`src/rtl/mul_share_arb.sv`:
```
// Round-robin sharing of one unsigned 8x8 multiplier between requesters A and B,
// feeding a LAT-deep registered pipeline with per-requester saturating issue counters.
module mul_share_arb #(
  parameter int LAT = 2,
  parameter int CW  = 16
) (
  input  logic          clk,
  input  logic          rst,
  input  logic          en,
  input  logic          a_valid,
  output logic          a_ready,
  input  logic [7:0]    a_x,
  input  logic [7:0]    a_y,
  input  logic          b_valid,
  output logic          b_ready,
  input  logic [7:0]    b_x,
  input  logic [7:0]    b_y,
  output logic          rsp_a_valid,
  output logic          rsp_b_valid,
  output logic [15:0]   rsp_data,
  output logic          busy,
  output logic [CW-1:0] cnt_a,
  output logic [CW-1:0] cnt_b
);

  typedef enum logic {
    LAST_A = 1'b0,
    LAST_B = 1'b1
  } last_t;

  last_t          last_reg;
  last_t          last_next;
  logic           issue;
  logic           grant_b;
  logic [7:0]     issue_x;
  logic [7:0]     issue_y;
  logic [1:0]     issue_vec;
  logic [LAT-1:0] vld_reg;
  logic [LAT-1:0] tag_reg;

  // Arbitration: the requester that did not win last gets priority on a tie.
  always_comb begin
    a_ready   = 1'b0;
    b_ready   = 1'b0;
    last_next = last_reg;
    if (!rst && en) begin
      if (a_valid && (!b_valid || last_reg == LAST_B)) begin
        a_ready = 1'b1;
      end else if (b_valid) begin
        b_ready = 1'b1;
      end
    end
    if (a_ready) begin
      last_next = LAST_A;
    end else if (b_ready) begin
      last_next = LAST_B;
    end
  end

  always_ff @(posedge clk) begin
    if (rst) begin
      last_reg <= LAST_B;
    end else begin
      last_reg <= last_next;
    end
  end

  assign issue     = a_ready | b_ready;
  assign grant_b   = b_ready;
  assign issue_x   = b_ready ? b_x : a_x;
  assign issue_y   = b_ready ? b_y : a_y;
  assign issue_vec = {b_ready, a_ready};

  // Valid/tag shift chain; tag 1 marks an op belonging to B.
  always_ff @(posedge clk) begin
    if (rst) begin
      vld_reg <= '0;
      tag_reg <= '0;
    end else begin
      vld_reg[0] <= issue;
      tag_reg[0] <= grant_b;
      for (int i = 1; i < LAT; i++) begin
        vld_reg[i] <= vld_reg[i-1];
        tag_reg[i] <= tag_reg[i-1];
      end
    end
  end

  assign rsp_a_valid = vld_reg[LAT-1] & ~tag_reg[LAT-1];
  assign rsp_b_valid = vld_reg[LAT-1] &  tag_reg[LAT-1];
  assign busy        = |vld_reg;

  // Data stages only load when their feeding stage is valid, so the last
  // stage doubles as the hold register for rsp_data between strobes.
  generate
    if (LAT == 1) begin : g_lat1
      logic [15:0] data_reg;
      always_ff @(posedge clk) begin
        if (rst) begin
          data_reg <= '0;
        end else if (issue) begin
          data_reg <= {8'h00, issue_x} * {8'h00, issue_y};
        end
      end
      assign rsp_data = data_reg;
    end else begin : g_latn
      logic [7:0] x_reg;
      logic [7:0] y_reg;
      always_ff @(posedge clk) begin
        if (rst) begin
          x_reg <= '0;
          y_reg <= '0;
        end else if (issue) begin
          x_reg <= issue_x;
          y_reg <= issue_y;
        end
      end
      for (genvar gi = 1; gi < LAT; gi++) begin : g_prod
        logic [15:0] prod_reg;
        if (gi == 1) begin : g_first
          always_ff @(posedge clk) begin
            if (rst) begin
              prod_reg <= '0;
            end else if (vld_reg[0]) begin
              prod_reg <= {8'h00, x_reg} * {8'h00, y_reg};
            end
          end
        end else begin : g_rest
          always_ff @(posedge clk) begin
            if (rst) begin
              prod_reg <= '0;
            end else if (vld_reg[gi-1]) begin
              prod_reg <= g_prod[gi-1].prod_reg;
            end
          end
        end
      end
      assign rsp_data = g_prod[LAT-1].prod_reg;
    end
  endgenerate

  // Saturating issue counters, index 0 = A, 1 = B.
  generate
    for (genvar gi = 0; gi < 2; gi++) begin : g_cnt
      logic [CW-1:0] cnt_reg;
      always_ff @(posedge clk) begin
        if (rst) begin
          cnt_reg <= '0;
        end else if (issue_vec[gi] && cnt_reg != {CW{1'b1}}) begin
          cnt_reg <= cnt_reg + {{(CW-1){1'b0}}, 1'b1};
        end
      end
    end
  endgenerate

  assign cnt_a = g_cnt[0].cnt_reg;
  assign cnt_b = g_cnt[1].cnt_reg;

endmodule

```
`config.mk`:
```
export PLATFORM = sky130hd
export DESIGN_NAME = mul_share_arb
export DESIGN_NICKNAME = d
export VERILOG_FILES = /design/src/rtl/mul_share_arb.sv
export SDC_FILE = /design/constraint.sdc
export NUM_CORES = 1
export LEC_CHECK = 0
export BUFFER_PORTS_ARGS = -buffer_cell sky130_fd_sc_hd__buf_2
export CAP_MARGIN = 15
export CORE_ASPECT_RATIO = 0.6
export CORE_UTILIZATION = 33
export DETAILED_ROUTE_END_ITERATION = 10
export GPL_TIMING_DRIVEN = 1
export PLACE_DENSITY_LB_ADDON = 0.3
export SYNTH_ARGS = -nofsm -noshare
export SYNTH_HDL_FRONTEND = slang
export SYNTH_SLANG_ARGS = --single-unit
```
`constraint.sdc`:
```
create_clock -name clk -period 7.8 [get_ports clk]
set_clock_uncertainty 0.15 [all_clocks]
set_input_delay 1.56 -clock clk [delete_from_list [all_inputs] [get_ports clk]]
set_output_delay 1.56 -clock clk [all_outputs]
set_load 0.005 [all_outputs]
```
==> Flow_metrics.wiki <==
{| class="wikitable"
! Metric !! Value
|-
| Total standard cell area after synthesis || roughly 5000 um^2
|-
| GRT overflow || 0
|-
| Critical Path Source Type || input port
|-
| Count of unique library cells instantiated by Yosys || 62
|-
| Period Utilization, post-route || 64.9%
|-
| Pin slew with the least headroom to its limit || 0.800 ns
|-
| Initial antenna violation count || 0
|-
| Number of placed cells counting well taps || 826
|-
| Horizontal die dimension || 161 um
|-
| Post-layout nets || between 700 and 800
|-
| Fraction of the yosys area taken by sequential cells || 27.6%
|-
| Synthesis warning total || 0
|-
| DRC violations left || 0
|-
| Status || complete, no violations
|-
| Worst Hold Class || reg -> reg
|-
| Clock tree buffer depth || 2
|-
| Final worst slack || roughly 2.7 ns
|-
| Max-cap viol count || 0
|-
| Die footprint || 15,700 um^2
|-
| Max Freq || about 200 MHz
|-
| Post-CTS setup repair buffer count || 0
|-
| Worst endpoint data arrival time || 3.36 ns
|-
| Number of design-rule violations left by the first detailed-router iteration || 333
|-
| First-pass GRT wire length || 20.6 mm
|-
| Maximum fanout count along the critical path || 64
|-
| CTS H-Tree Depth || 3
|-
| Clk sinks || slightly below 70
|-
| CTS tree || built
|-
| Area of the placeable core || 14,700 um^2
|-
| Via count of the first global-routing pass || around 4,100
|-
| Initial Utilization || between 30% and 40%
|-
| Latest clock arrival within the worst-skew pair || 0.33 ns
|-
| Detailed-router iteration count before antenna repair || 5
|-
| Slew HR || between 40% and 50%
|-
| Unrepaired setup endpoints after global routing || no
|-
| Utilization after layout || 40.4%
|-
| Ys flop type || sky130_fd_sc_hd__dfxtp_1
|-
| Instance count of the mapped netlist || approximately 550
|-
| Largest net degree at the start of global routing || 65
|-
| Number of flip-flops and latches in the synthesized netlist || 69
|-
| Total half-perimeter wirelength after legalization and detailed placement || 9.65 mm
|-
| Kind of critical path || in -> out
|-
| Number of antenna repair diodes || 0
|-
| Final hold vios || 0
|-
| Placer Congestion || between 0.8 and 0.9
|-
| Most common library cell in the layout ignoring fill and taps || sky130_fd_sc_hd__buf_2
|-
| Worst Setup Slack post-DPL || 2.76 ns
|-
| Ports placed on the boundary || 90
|-
| Leading cell types in the layout, fill and taps excluded || sky130_fd_sc_hd__buf_2, sky130_fd_sc_hd__dfxtp_1, sky130_fd_sc_hd__nor2_1, sky130_fd_sc_hd__inv_1, sky130_fd_sc_hd__and2_1
|-
| Required time of the worst setup path || 6.09 ns
|-
| Chip height || 97.5 um
|-
| Synthesized area per cell || around 9 um^2
|-
| Total Wirelength || 12.4 mm
|-
| I/O Buffers || slightly below 90
|-
| Number of enable flip-flop cells after synthesis || 0
|-
| Cell at the root of the clock tree || sky130_fd_sc_hd__clkbuf_16
|-
| Cell Count, Final, Fillers Out || 842
|-
| Clock transition at path regs || 0.06 ns
|-
| Share of async-settable or async-resettable flops after synthesis || 0%
|-
| Hold buffers post-CTS || 0
|-
| Final Setup Violations || 0
|-
| Number of max-slew violations in the final report || 0
|-
| Share of layout cells above drive strength 1 || approximately a fifth
|-
| Vias per Instance || 5.10
|-
| Routed Antenna Nets || 0
|-
| Via total after detailed routing || 4,296
|-
| Number of clock buffers inserted by TritonCTS || 9
|-
| Post-cts repair resize count || 0
|-
| Clock period minus worst slack || 5.07 ns
|-
| Avg WL per Cell || roughly 15 um
|-
| Element type at the critical path end || primary output
|-
| Maximum vdd drop || 0.0832 mV
|-
| Number of fillers in the final layout || 1,471
|-
| Leakage power || roughly 2.8 nW
|-
| Relative area change from synthesis to final layout || 18.3%
|-
| P per Cell Area || 138 nW/um^2
|-
| Total nets after synthesis || 663
|-
| Site row count || 34
|-
| Global-route usage over all layers || 16.3%
|-
| Aggregate negative setup slack || 0 ns
|}
[through the flow]
step	hold slack (ns)	total power [mW]	cell area, um^2
after floorplan	0.264	0.413	5010
after global placement	0.280	0.439	5650
after detailed placement	0.302	0.440	5650
after CTS	0.311	0.827	5920
after global routing	0.319	0.853	5930
final	0.307	0.817	5930
[worst max-delay path: stages]
cell	delay, ns
sky130_fd_sc_hd__buf_2	0.07
sky130_fd_sc_hd__buf_4	0.54
sky130_fd_sc_hd__nor2b_4	0.14
sky130_fd_sc_hd__nand3_2	0.20
sky130_fd_sc_hd__clkinv_1	0.49
sky130_fd_sc_hd__buf_2	0.31
[synth_stat cells, drive strengths merged (2+ instances only)]
library cell | number | area [um^2]
dfxtp | 69 | 1380
nor2 | 58 | 218
and2 | 54 | 338
inv | 54 | 203
nand2 | 40 | 150
ha | 38 | 475
fa | 36 | 721
xnor2 | 22 | 193
a21oi | 19 | 103
a222oi | 16 | 160
nand3 | 16 | 95.1
nor4 | 14 | 121
nand4 | 11 | 90.1
nor3 | 11 | 55.1
mux2i | 10 | 100
o21ai | 10 | 65.1
clkbuf | 9 | 33.8
a211oi | 7 | 57.6
buf | 5 | 30.0
nor2b | 5 | 38.8
and4 | 4 | 37.5
or2 | 4 | 25.0
or3 | 4 | 25.0
a2111oi | 3 | 33.8
a21o | 3 | 22.5
and3 | 3 | 20.0
o211ai | 3 | 27.5
xor2 | 3 | 26.3
a32o | 2 | 20.0
clkinv | 2 | 7.51
nand2b | 2 | 12.5
o21a | 2 | 15.0
o311ai | 2 | 17.5
[worst paths after layout]
kind              startpoint  cells after the start  slack [ns]      endpoint
max                      rst                      6        2.73       b_ready
min               tag_reg[0]                      1        0.31    tag_reg[1]
max reg2reg  g_latn.y_reg[7]                     14        3.08  rsp_data[13]
min reg2reg       tag_reg[0]                      1        0.31    tag_reg[1]
[cell type report]
type | instances | area (um^2) | share of cell area [%]
multi-input combinational | 413 | 3360 | 56.7
inverter | 56 | 210 | 3.55
tap | 198 | 248 | 4.18
clock inverter | 6 | 46.3 | 0.781
clock buffer | 10 | 229 | 3.86
sequential | 69 | 1380 | 23.3
timing repair buffer | 90 | 453 | 7.64
[metal layers]
metal	track usage [%]	vias to the layer above	wire, um
met5	0	-	0
met1	25.1	2067	6410
met4	3.48	0	58
met3	4.35	6	853
li1	-	2092	-
met2	22.3	131	5070
[kinds of logic after synthesis]
family | share of synthesized area, %
xor+xnor | 4.37
buf+inv | 5.47
compound gates | 12.1
mux | 2.00
simple gates | 24.6
fa+ha+maj | 23.9
flops | 27.6
[report_power, final]
group	internal (mW)	switching, mW
Clock	0.218	0.167
Sequential	0.360	0.0148
Combinational	0.0247	0.0339
No activity file was read; power rests on OpenSTA's default activity.
